==> src/rtl/command_uart_sender.sv <==
// command_uart_sender: queues toggle-marked command bytes, sends each as 8N1.
// Ports: clk; rst (async, active-high); data_in = {mark, byte};
//   tx serial line; busy, fifo_full status; overflow = one-cycle drop pulse.
module command_uart_sender #(
  parameter int BAUD_DIV   = 10417,
  parameter int FIFO_DEPTH = 4
) (
  input  logic       clk,
  input  logic       rst,
  input  logic [8:0] data_in,
  output logic       tx,
  output logic       busy,
  output logic       fifo_full,
  output logic       overflow
);

  localparam int AW = $clog2(FIFO_DEPTH);
  localparam int BW = $clog2(BAUD_DIV);

  localparam logic [AW:0] DEPTH_C =
    (AW+1)'(FIFO_DEPTH);
  localparam logic [BW-1:0] BAUD_LAST =
    BW'(BAUD_DIV - 1);

  typedef enum logic [1:0] {
    IDLE,
    START,
    DATA,
    STOP
  } state_t;

  state_t state_q;
  state_t state_d;

  logic armed_q;
  logic mark_q;
  logic evt;

  logic [7:0]    mem [FIFO_DEPTH];
  logic [AW-1:0] wr_ptr;
  logic [AW-1:0] rd_ptr;
  logic [AW:0]   count;
  logic          pop;
  logic          push;
  logic          drop;
  logic          not_empty;

  logic [BW-1:0] baud_q;
  logic [BW-1:0] baud_d;
  logic          baud_end;
  logic [2:0]    bit_q;
  logic [2:0]    bit_d;
  logic [7:0]    shift_q;
  logic [7:0]    shift_d;
  logic          tx_q;
  logic          tx_d;
  logic          ovf_q;

  // armed_q stays low for the first clock after reset so a mark
  // level held through reset is absorbed rather than sent.
  assign evt = armed_q & (data_in[8] ^ mark_q);

  assign not_empty = (count != '0);
  assign fifo_full = (count == DEPTH_C);

  // The head is popped only from IDLE, so a full FIFO can still take
  // a new byte in that one cycle.
  assign pop  = (state_q == IDLE) & not_empty;
  assign push = evt & (~fifo_full | pop);
  assign drop = evt & fifo_full & ~pop;

  assign busy     = (state_q != IDLE) | not_empty;
  assign tx       = tx_q;
  assign overflow = ovf_q;
  assign baud_end = (baud_q == BAUD_LAST);

  always_ff @(posedge clk or posedge rst) begin
    if (rst) begin
      mark_q  <= 1'b0;
      armed_q <= 1'b0;
      ovf_q   <= 1'b0;
    end else begin
      mark_q  <= data_in[8];
      armed_q <= 1'b1;
      ovf_q   <= drop;
    end
  end

  always_ff @(posedge clk) begin
    if (push) begin
      mem[wr_ptr] <= data_in[7:0];
    end
  end

  always_ff @(posedge clk or posedge rst) begin
    if (rst) begin
      wr_ptr <= '0;
      rd_ptr <= '0;
      count  <= '0;
    end else begin
      if (push) begin
        wr_ptr <= wr_ptr + 1'b1;
      end
      if (pop) begin
        rd_ptr <= rd_ptr + 1'b1;
      end
      unique case ({push, pop})
        2'b10:   count <= count + 1'b1;
        2'b01:   count <= count - 1'b1;
        default: count <= count;
      endcase
    end
  end

  always_ff @(posedge clk or posedge rst) begin
    if (rst) begin
      state_q <= IDLE;
      baud_q  <= '0;
      bit_q   <= '0;
      shift_q <= '0;
      tx_q    <= 1'b1;
    end else begin
      state_q <= state_d;
      baud_q  <= baud_d;
      bit_q   <= bit_d;
      shift_q <= shift_d;
      tx_q    <= tx_d;
    end
  end

  // tx_d follows the current state; registering it delays the line
  // by one clock but keeps every bit exactly BAUD_DIV cycles long.
  always_comb begin
    state_d = state_q;
    baud_d  = baud_q;
    bit_d   = bit_q;
    shift_d = shift_q;
    tx_d    = 1'b1;
    unique case (state_q)
      IDLE: begin
        if (pop) begin
          shift_d = mem[rd_ptr];
          baud_d  = '0;
          bit_d   = '0;
          state_d = START;
        end
      end
      START: begin
        tx_d   = 1'b0;
        baud_d = baud_end ? '0 : baud_q + 1'b1;
        if (baud_end) begin
          state_d = DATA;
        end
      end
      DATA: begin
        tx_d   = shift_q[0];
        baud_d = baud_end ? '0 : baud_q + 1'b1;
        if (baud_end) begin
          shift_d = {1'b0, shift_q[7:1]};
          bit_d   = bit_q + 3'd1;
          if (bit_q == 3'd7) begin
            state_d = STOP;
          end
        end
      end
      STOP: begin
        baud_d = baud_end ? '0 : baud_q + 1'b1;
        if (baud_end) begin
          state_d = IDLE;
        end
      end
      default: begin
        state_d = IDLE;
      end
    endcase
  end

endmodule

==> config.mk <==
export PLATFORM = sky130hd
export DESIGN_NAME = command_uart_sender
export DESIGN_NICKNAME = d
export VERILOG_FILES = /design/src/rtl/command_uart_sender.sv
export SDC_FILE = /design/constraint.sdc
export NUM_CORES = 1
export LEC_CHECK = 0
export CAP_MARGIN = 20
export CORE_UTILIZATION = 54
export DETAILED_ROUTE_END_ITERATION = 8
export PLACE_DENSITY = 0.75
export REMOVE_ABC_BUFFERS = 1
export SLEW_MARGIN = 15
export SYNTH_ARGS = -nofsm -noshare
export SYNTH_HDL_FRONTEND = slang
export SYNTH_SLANG_ARGS = --single-unit
==> constraint.sdc <==
create_clock -name clk -period 2 [get_ports clk]
set_input_delay 0.4 -clock clk [delete_from_list [all_inputs] [get_ports clk]]
set_output_delay 0.4 -clock clk [all_outputs]
set_load 0.005 [all_outputs]
---- Word-level counts from Yosys, hierarchy flattened ----
Memory sizes are Yosys's and may differ from the RTL's.
Index checks and enable logic that the tools add are counted.
operators by class
  add/subtract/negate cells ............... 6
  multipliers ............................. 0
  divide/modulo/power cells ............... 0
  magnitude comparators ................... 0
  equal/unequal tests ..................... 13
  shifts and indexed selects .............. 0
  mux-type cells .......................... 19
  bitwise gates (word level) .............. 10
  reductions and logical operators ........ 8
operators by type and width
  kind                   count
  $mux 14                2
  $pmux 14 s2            1
  $mux 8                 2
  $pmux 8 s2             1
  $add 14x1->14 const B  1
  $eq 14x14->1 const B   1
  $pmux 3 s2             2
  $mux 2                 5
  $ne 2x2->1 const B     5
  $pmux 2 s4             1
  $add 3x1->3 const B    2
  $eq 2x2->1 const B     3
  $eq 3x3->1 const B     2
  $mux 3                 2
  $reduce_bool 2->1      3
  $and 1x1->1            5
  $reduce_and 5->1       1
  $add 2x1->2 const B    2
  $eq 2x1->1 const B     2
  $reduce_and 3->1       1
  $reduce_bool 3->1      1
  $reduce_or 3->1        1
  $sub 3x1->3 const B    1
  $logic_not 2->1        1
  other kinds (5)        8
word-level totals
  flip-flop bits (word level) ............. 38
  bits in latches ......................... 0
  memory bits (writable) .................. 32
  ROM bits ................................ 0
  input bits .............................. 11
  logic and storage cells ................. 68
  memories ................................ 1
memory list
  name  depth  bits a word  read ports  clocked after Yosys merged registers in  write ports  RTL line  text
  mem   4      8            1           0                                        1            39        logic [7:0] mem [FIFO_DEPTH];

---- Depth between registers and ports, before layout ----
  depth after elaboration ................. 6
  gate-level depth with buffers ........... 9

---- Least setup slack after synthesis ----
No wires, ideal clock.
  path kind ............................... register to register
  from .................................... reg state_q[0]
  to ...................................... reg count[1]
  setup time .............................. 0.125 ns
  arrival ................................. 1.840 ns
  slack ................................... 0.035 ns
  stages on the path, launching flop included .. 8
  path buffers ............................ 1
  clock period less this slack ............ 1.965 ns
  cells stage by stage .................... dfrtp_1 inv_1 ha_1 buf_2 o31ai_2 a21oi_1 fa_1 mux2_4
on the way
  longest elaborated chain between the ends .. 6
  elaborated cells on any way between the ends .. 8
ends and longest elaborated chain
  item                                                    RTL line  text
  start: declaration                                      32        state_t state_q;
  start signal: assignment                                123       state_q <= state_d;
  $logic_not 2->1 *                                       68        assign pop = (state_q == IDLE) & not_empty;
  $and 1x1->1 *                                           68
  $or 1x1->1                                              69        assign push = evt & (~fifo_full | pop);
  $and 1x1->1                                             69
  $eq 2x1->1 / $eq 2x2->1 (equally long branches)         107       unique case ({push, pop})
  $pmux 3 s2 / $reduce_bool 2->1 (equally long branches)  --
  end signal: assignment                                  108       2'b10: count <= count + 1'b1;
  end signal: assignment                                  109       2'b01: count <= count - 1'b1;
  end signal: assignment                                  110       default: count <= count;
  end: declaration                                        42        logic [AW:0] count;
Mark *: on every way between the ends. The rest lies on a longest branch, timed or not.
A chain may end at the register's enable or synchronous reset.

---- Worst setup path in the final report ----
  from .................................... reg count[1]
  to ...................................... out fifo_full
on the way
  longest elaborated chain between the ends .. 1
ends and longest elaborated chain
  item              RTL line  text
  $eq 3x3->1        64        assign fifo_full = (count == DEPTH_C);
  end: declaration  13        output logic fifo_full,
No other way between the ends.

==> impl_metrics.env <==
export IMPL_path_clk_slew_ns=0.08
export IMPL_hp_class="in2async"
export IMPL_critPathSlowestCell="clkdlybuf4s50_1"
export IMPL_holdBufCountCts=0
export IMPL_die_area_um2=6490
export IMPL_drive_gt1_frac=0.231
export IMPL_cts_root_buf="clkbuf_8"
export IMPL_start_kind="flop"
export IMPL_postRouteAntennaNets=0
export IMPL_cp_num_buf_inv=1
export IMPL_cts_sinks=70
export IMPL_routed_wl_um=5970
export IMPL_cts_tree="done"
export IMPL_path_cells="nor3b_1, clkdlybuf4s50_1"
export IMPL_vdd_ir_drop_max_mv=0.601
export IMPL_setup_viol=0
export IMPL_grt_pass1_vias=2062
export IMPL_fin_crit_sh=0.968
export IMPL_yosysSeqAreaShare=0.574
export IMPL_leakagePower_nw=1.66
export IMPL_netlist_area_um2=3330
export IMPL_cts_buffers=9
export IMPL_drt_iter0_markers=170
export IMPL_ys_ff_latch=70
export IMPL_num_io_pins=15
export IMPL_slew_viol_final=0
export IMPL_place_ws_ns=-0.172
export IMPL_grt_antenna_before_repair=0
export IMPL_drc=0
export IMPL_cp_required_ns=1.60
export IMPL_clk_latency_ns=0.34
export IMPL_io_buffers=14
export IMPL_grt_total_usage=0.208
export IMPL_vias=2170
export IMPL_powerDensity_nw_per_um2=840
export IMPL_critPathKind="reg2out"
export IMPL_synth_cell_types=49
export IMPL_synth_edf_count=32
export IMPL_die_w_um=80.6
export IMPL_dr_pass1_iters=5
export IMPL_avgSynthCellArea_um2=13.2
export IMPL_die_h_um=80.6
export IMPL_fmax_mhz=517
export IMPL_status="completed"
export IMPL_yosysWarningCount=0
export IMPL_period_needed_ns=1.94
export IMPL_fin_nets=319
export IMPL_hold_viol=0
export IMPL_critical_path_arrival_ns=1.54
export IMPL_antenna_cells=0
export IMPL_initial_utilization=0.560
export IMPL_power_w=0.00336
export IMPL_skew_ns=0.00785
export IMPL_cp_top_family="buffers and inverters"
export IMPL_post_drt_wl_per_cell_um=16.0
export IMPL_synth_async_reset_ratio=0.543
export IMPL_syn_inst=253
export IMPL_critPathCaptureType="output port"
export IMPL_ctsLongestPathBuffers=2
export IMPL_place_hpwl_um=4100
export IMPL_grt_overflow=0
export IMPL_finalWorstSetupSlack_ns=0.0644
export IMPL_fp_row_count=28
export IMPL_critical_path_peak_fanout=6
export IMPL_gp_congestion=0.802
export IMPL_core_area_um2=5960
export IMPL_areaGrowthSynthToFinish_pct=20.1
export IMPL_cts_max_level=3
export IMPL_synthFlopType="dfrtp_1"
export IMPL_grt_max_degree=39
export IMPL_critPathMaxStageDelay_ns=0.53
export IMPL_cap_violations=0
export IMPL_viasPerCell=5.80
export IMPL_grt_pass1_wl_um=9800
## cells in the final DEF (no fill, tap or decap), types with 3 or more instances in the layout
| master | n |
|---|---|
| and4_1 | 3 |
| a21oi_1 | 7 |
| clkdlybuf4s50_1 | 13 |
| o21ai_0 | 7 |
| mux4_2 | 8 |
| nand2_1 | 10 |
| and3_1 | 3 |
| nand4_1 | 5 |
| ha_1 | 12 |
| edfxtp_1 | 32 |
| xor2_1 | 3 |
| nor4b_2 | 3 |
| dfrtp_1 | 34 |
| and2_1 | 6 |
| buf_4 | 25 |
| inv_2 | 3 |
| dfrtp_2 | 3 |
| a22o_1 | 3 |
| mux2i_1 | 8 |
| xnor2_1 | 6 |
| nand3_1 | 12 |
| inv_1 | 8 |
| nor2_1 | 5 |
| inv_6 | 4 |
| a31oi_1 | 17 |
| nor3_1 | 3 |
| clkbuf_8 | 9 |
| buf_12 | 5 |
| a211oi_1 | 8 |
| nand2b_1 | 5 |
## per-layer routing
layer / GRT usage / vias to the layer above / wire length [µm]
li1: - / 1056 / -
met1: 0.285 / 1072 / 2890
met2: 0.313 / 36 / 2790
met3: 0.0580 / 6 / 202
met4: 0.0804 / 0 / 85
met5: 0 / - / 0
## Yosys cell counts (2+ instances only)
master	count	area, µm²
nand4_1	5	31.3
dfrtp_1	37	926
and4_1	3	26.3
a31oi_1	17	106
a211oi_1	8	60.1
and3_1	3	18.8
mux2i_1	8	80.1
xnor2_1	6	52.6
and2_1	6	37.5
nand2_1	10	37.5
o21ai_1	2	10.0
a21oi_1	7	35.0
a41oi_1	2	17.5
mux4_2	8	180
and3b_1	2	17.5
nand2b_1	5	31.3
o21ai_0	7	35.0
nor4b_2	3	45.0
nor3_1	3	15.0
nand3_1	12	60.1
buf_2	7	35.0
nor2_1	5	18.8
a22o_1	3	26.3
clkbuf_1	5	18.8
inv_1	10	37.5
edfxtp_1	32	961
ha_1	13	163
xor2_1	3	26.3
## worst paths after layout
check	startpoint	to	slack, ns	depth (start not counted)
max in group asynchronous	rst	tx$_DFF_PP1_	1.34	3
min	rst	overflow$_DFF_PP0_	0.40	3
max reg2reg	state_q[0]$_DFFE_PP0P_	count[1]$_DFFE_PP0P_	0.08	7
min in group clk	shift_q[0]$_DFFE_PP0P_	tx$_DFF_PP1_	0.51	2
min reg2reg	shift_q[0]$_DFFE_PP0P_	tx$_DFF_PP1_	0.51	2
max	count[1]$_DFFE_PP0P_	fifo_full	0.06	2
## sequential cells by signal, summed over array words and instances, names as in the netlist, 2 cells and up
signal	cells
mem	32
baud_q	14
shift_q	8
bit_q	3
count	3
rd_ptr	2
state_q	2
wr_ptr	2
## worst min-delay path: cells and delay by family
family,cells,cell delay (ns)
buf+inv,3,0.72
## power by group
part | switching [W] | leakage (nW) | total, W | internal, W
combinational | 0.000185 | 0.804 | 0.000435 | 0.000250
clock | 0.000586 | 0.0973 | 0.00118 | 0.000593
sequential | 0.000104 | 0.760 | 0.00175 | 0.00164
total | 0.000875 | 1.66 | 0.00336 | 0.00249
## layout make-up
cell class	count	area, µm²
multi-input cells	158	1320
clock inverters	7	80.1
fillers	446	1950
clock buffers	9	124
repair buffers	44	428
inverters	11	41.3
flip-flops and latches	70	1920
well taps	75	93.8
## metrics by stage
stage	utilization	TNS, ns	hold slack [ns]	cell area [µm²]	std cells
global route	0.672	-0.0000737	0.422	4000	374
global placement	0.629	-2.94	0.477	3750	353
CTS	0.668	0	0.413	3980	371
floorplan	-	-1.06	0.431	3260	239
detailed placement	0.629	-5.03	0.496	3750	353
finish	0.672	0	0.405	4000	374
## repair_timing
action / 4_1_cts / 5_1_grt
gates resized for setup: 6 / 3
endpoints found under the setup margin: 2 / 2
pin swaps: 1 / 1
setup buffers: 2 / 3
## cell families (layout without fill, tap and decap cells)
kind of cell	Yosys count	after routing	synth area share
AOI/OAI and AO/OA	54	54	0.108
xor gates and xnor gates	9	9	0.0236
adders and majority gates	14	14	0.0548
buffers and inverters	25	71	0.0341
DFF	70	70	0.574
muxes	19	19	0.0893
other	1	1	0.00112
and+or+nand+nor	61	61	0.115
Note: power is estimated with default switching activity, not from simulation.
==> variant, RTL diff (same settings) <==
Change the parameter `FIFO_DEPTH` from 4 to 8.
--- a/src/rtl/command_uart_sender.sv
+++ b/src/rtl/command_uart_sender.sv
@@ -5,3 +5,3 @@
   parameter int BAUD_DIV   = 10417,
-  parameter int FIFO_DEPTH = 4
+  parameter int FIFO_DEPTH = 8
 ) (
Function: changed (Yosys sat finds a counterexample within 10 cycles, from zero or initial values and one cycle with rst high).
==> variant against the unedited design <==
- the flow now finishes with violations (negative setup slack)
- sequential cell count is 35 higher
- synthesized area increased by 39%
- critical path type is now register to register
- final area up 41%
- die area increased by 38%
- total power rose by 41%
- fmax fell by 7.9%
- worst setup slack worse by 0.17 ns
- routed wire length up 50%
==> variant: results (changes against the unedited design) <==
** Setup path
- The number of cell instances on the worst register-to-register path came to 4 (-3).
- The worst-path maximum fanout was 3 (-3).
- Endpoint of the worst-slack reg-to-reg timing path :: bit_q[0]
- The arrival time reported for the critical path endpoint came to 2.42 ns (+0.88 ns).
- The worst register-to-register path begins at baud_q[10].

** Global routing
- Pin count of the biggest net entering global routing :: 31 (-21%)
- Global routing usage on met2 :: 36.0% (+4.8 points)
- The met1 track demand over resource is 29.7% (+1.2 points).
- The met3 global-route usage came to 5.15% (-0.64 points).
- The global-route usage over all layers was 22.4% (+1.6 points).
- The number of global-route vias before repair is 2,943 (+43%).

** Finish
- The number of filler instances in the final layout came to 553 (+24%).
- The count of nets after finishing was 405 (+27%).
- The fraction of final layout cells with drive strength greater than 1 came to 31.0% (+7.9 points).
- Non-filler cells, final :: 492 (+32%)
- The largest registers in the layout are mem: 64 flops, baud_q: 14 flops, shift_q: 8 flops.
- From synthesis to final layout, the design area changed by 21.4%.

** Drt
- The total routed wirelength was 8930 um (+50%).
- Avg Vias per Cell :: 5.91 (+1.8%)
- 1st-pass router iterations :: 4 (-1)
- The DRC violation total after the first TritonRoute iteration came to 188 (+11%).

** Synth
- Yosys attributes the largest share of cell area to sky130_fd_sc_hd__edfxtp_1 (41%), sky130_fd_sc_hd__dfrtp_1 (22%), sky130_fd_sc_hd__mux4_2 (7.8%).
- Area fraction in compound gates after synthesis :: 8.91% (-1.9 points)
- The adder and majority cell fraction of the synthesized area is 3.24% (-2.2 points).
- By area, the combinational part of the netlist is dominated by multiplexers.
- The count of unique library cells instantiated by Yosys came to 52 (+6.1%).
- The multiplexer area fraction after synthesis was 9.85% (+0.92 points).
- The fraction of registers with async set or reset after synthesis is 39.0% (-15 points).
- The instance count of the mapped netlist is 312 (+23%).
- The XOR/XNOR share of the synthesized area was 1.70% (-0.66 points).
- Count of flip-flops with a built-in enable after synthesis :: 64 (+100%)
- The portion of the post-synthesis area used by sequential elements was 63.6% (+6.2 points).
- Most frequent cells after synthesis :: sky130_fd_sc_hd__edfxtp_1 (64), sky130_fd_sc_hd__dfrtp_1 (40), sky130_fd_sc_hd__mux4_2 (16)

** Pwr
- Highest ir drop seen on vdd :: 576 uV (-4.2%)
- Leakage power summed over all cells :: 2.21 nW (+33%)

** Placement
- The weighted congestion at the end of routability-driven global placement was 0.837 (+4.4%).
- Half-perimeter wire length of the detailed placement result :: 5840 um (+42%)
- Placed insts :: 463 (+31%)
- Worst-case setup slack after placement :: -0.213 ns (-0.0411 ns)

** STA
- Finish-stage setup viols :: 13 (+13)
- The post-route worst setup slack is -0.101 ns (-0.165 ns).
- Setup Skew :: 0.0127 ns (+0.00489 ns)
- Worst Hold Margin :: 0.339 ns (-0.0656 ns)

** Clocking
- The clock latency at the later pin of the worst-skew pair is 0.38 ns (+0.04 ns).
- The TritonCTS buffer count was 9 (unchanged).
- The clock transition at the registers of the reported paths is 0.10 ns (+0.02 ns).

** Status
- Failing checks :: negative setup slack
- Outcome :: finished with violations
==> variant: cell types whose count changed after synthesis, moves of 7 or more <==
cell                       delta
sky130_fd_sc_hd__a31oi_1     -10
sky130_fd_sc_hd__a221o_1      +7
sky130_fd_sc_hd__edfxtp_1    +32
sky130_fd_sc_hd__a211oi_1     -8
sky130_fd_sc_hd__a22o_1       +7
sky130_fd_sc_hd__mux4_2       +8
==> variant: worst max-delay path, stage by stage (launching register included) <==
cell and delay (ns):
sky130_fd_sc_hd__dfrtp_1 0.39, sky130_fd_sc_hd__or4b_4 0.58, sky130_fd_sc_hd__or4_4 0.56, sky130_fd_sc_hd__or4_4 0.43, sky130_fd_sc_hd__nand3_2 0.08
==> variant: logic make-up (layout without fill, tap and decap cells) <==
family	count (synthesis)	count (layout)
adder cells (fa/ha/maj)	12	12
AND/OR/NAND/NOR	76	76
flip-flops	105	105
multiplexers	25	25
XOR/XNOR	9	9
other	1	1
AO/OA/AOI/OAI	57	57
buffers and inverters	27	102
==> variant: per-stage QoR <==
| stage | instance area (um^2) | TNS [ns] |
|---|---|---|
| floorplan | 4560 | -4.52 |
| global placement | 5180 | -5.30 |
| detailed placement | 5180 | -10.40 |
| CTS | 5530 | -0.468 |
| global route | 5630 | -2.30 |
| finish | 5630 | -0.603 |
==> variant: worst max-delay path by stage <==
stage / start / to / cells past startpoint
floorplan: state_q[0] / mem[0][0] / 4
global placement: data_in[8] / mem[1][2] / 6
detailed placement: data_in[8] / mem[0][3] / 6
CTS: baud_q[3] / bit_q[0] / 4
global route: baud_q[10] / shift_q[1] / 4
finish: baud_q[10] / bit_q[0] / 4
==> variant: final cells by class <==
| type | instances | area (um^2) | area share (%) |
|---|---|---|---|
| flip-flops and latches | 105 | 2950 | 52.4 |
| multi-input cells | 180 | 1660 | 29.5 |
| repair buffers | 71 | 604 | 10.7 |
| well taps | 105 | 131 | 2.33 |
| clock buffers | 9 | 124 | 2.20 |
| clock inverters | 7 | 100 | 1.78 |
| inverters | 15 | 61.3 | 1.09 |
==> variant: layer usage <==
| metal | wire length, um | up-vias | part of all wire, % |
|---|---|---|---|
| met3 | 439 | 18 | 4.9 |
| met4 | 213 | 0 | 2.4 |
| met1 | 3970 | 1452 | 45 |
| met5 | 0 | - | 0 |
| met2 | 4300 | 69 | 48 |
| li1 | - | 1368 | - |
==> variant: repair_timing <==
item	4_1_cts	5_1_grt
pin swaps	4	13
resized for setup	25	12
endpoints found under the setup margin	80	81
setup buffers	10	5
==> variant: power by group <==
group | total (mW) | internal (mW) | leakage, nW | switching [mW]
combinational | 0.700 | 0.368 | 1.01 | 0.332
sequential | 2.61 | 2.48 | 1.09 | 0.130
clock | 1.44 | 0.627 | 0.114 | 0.811
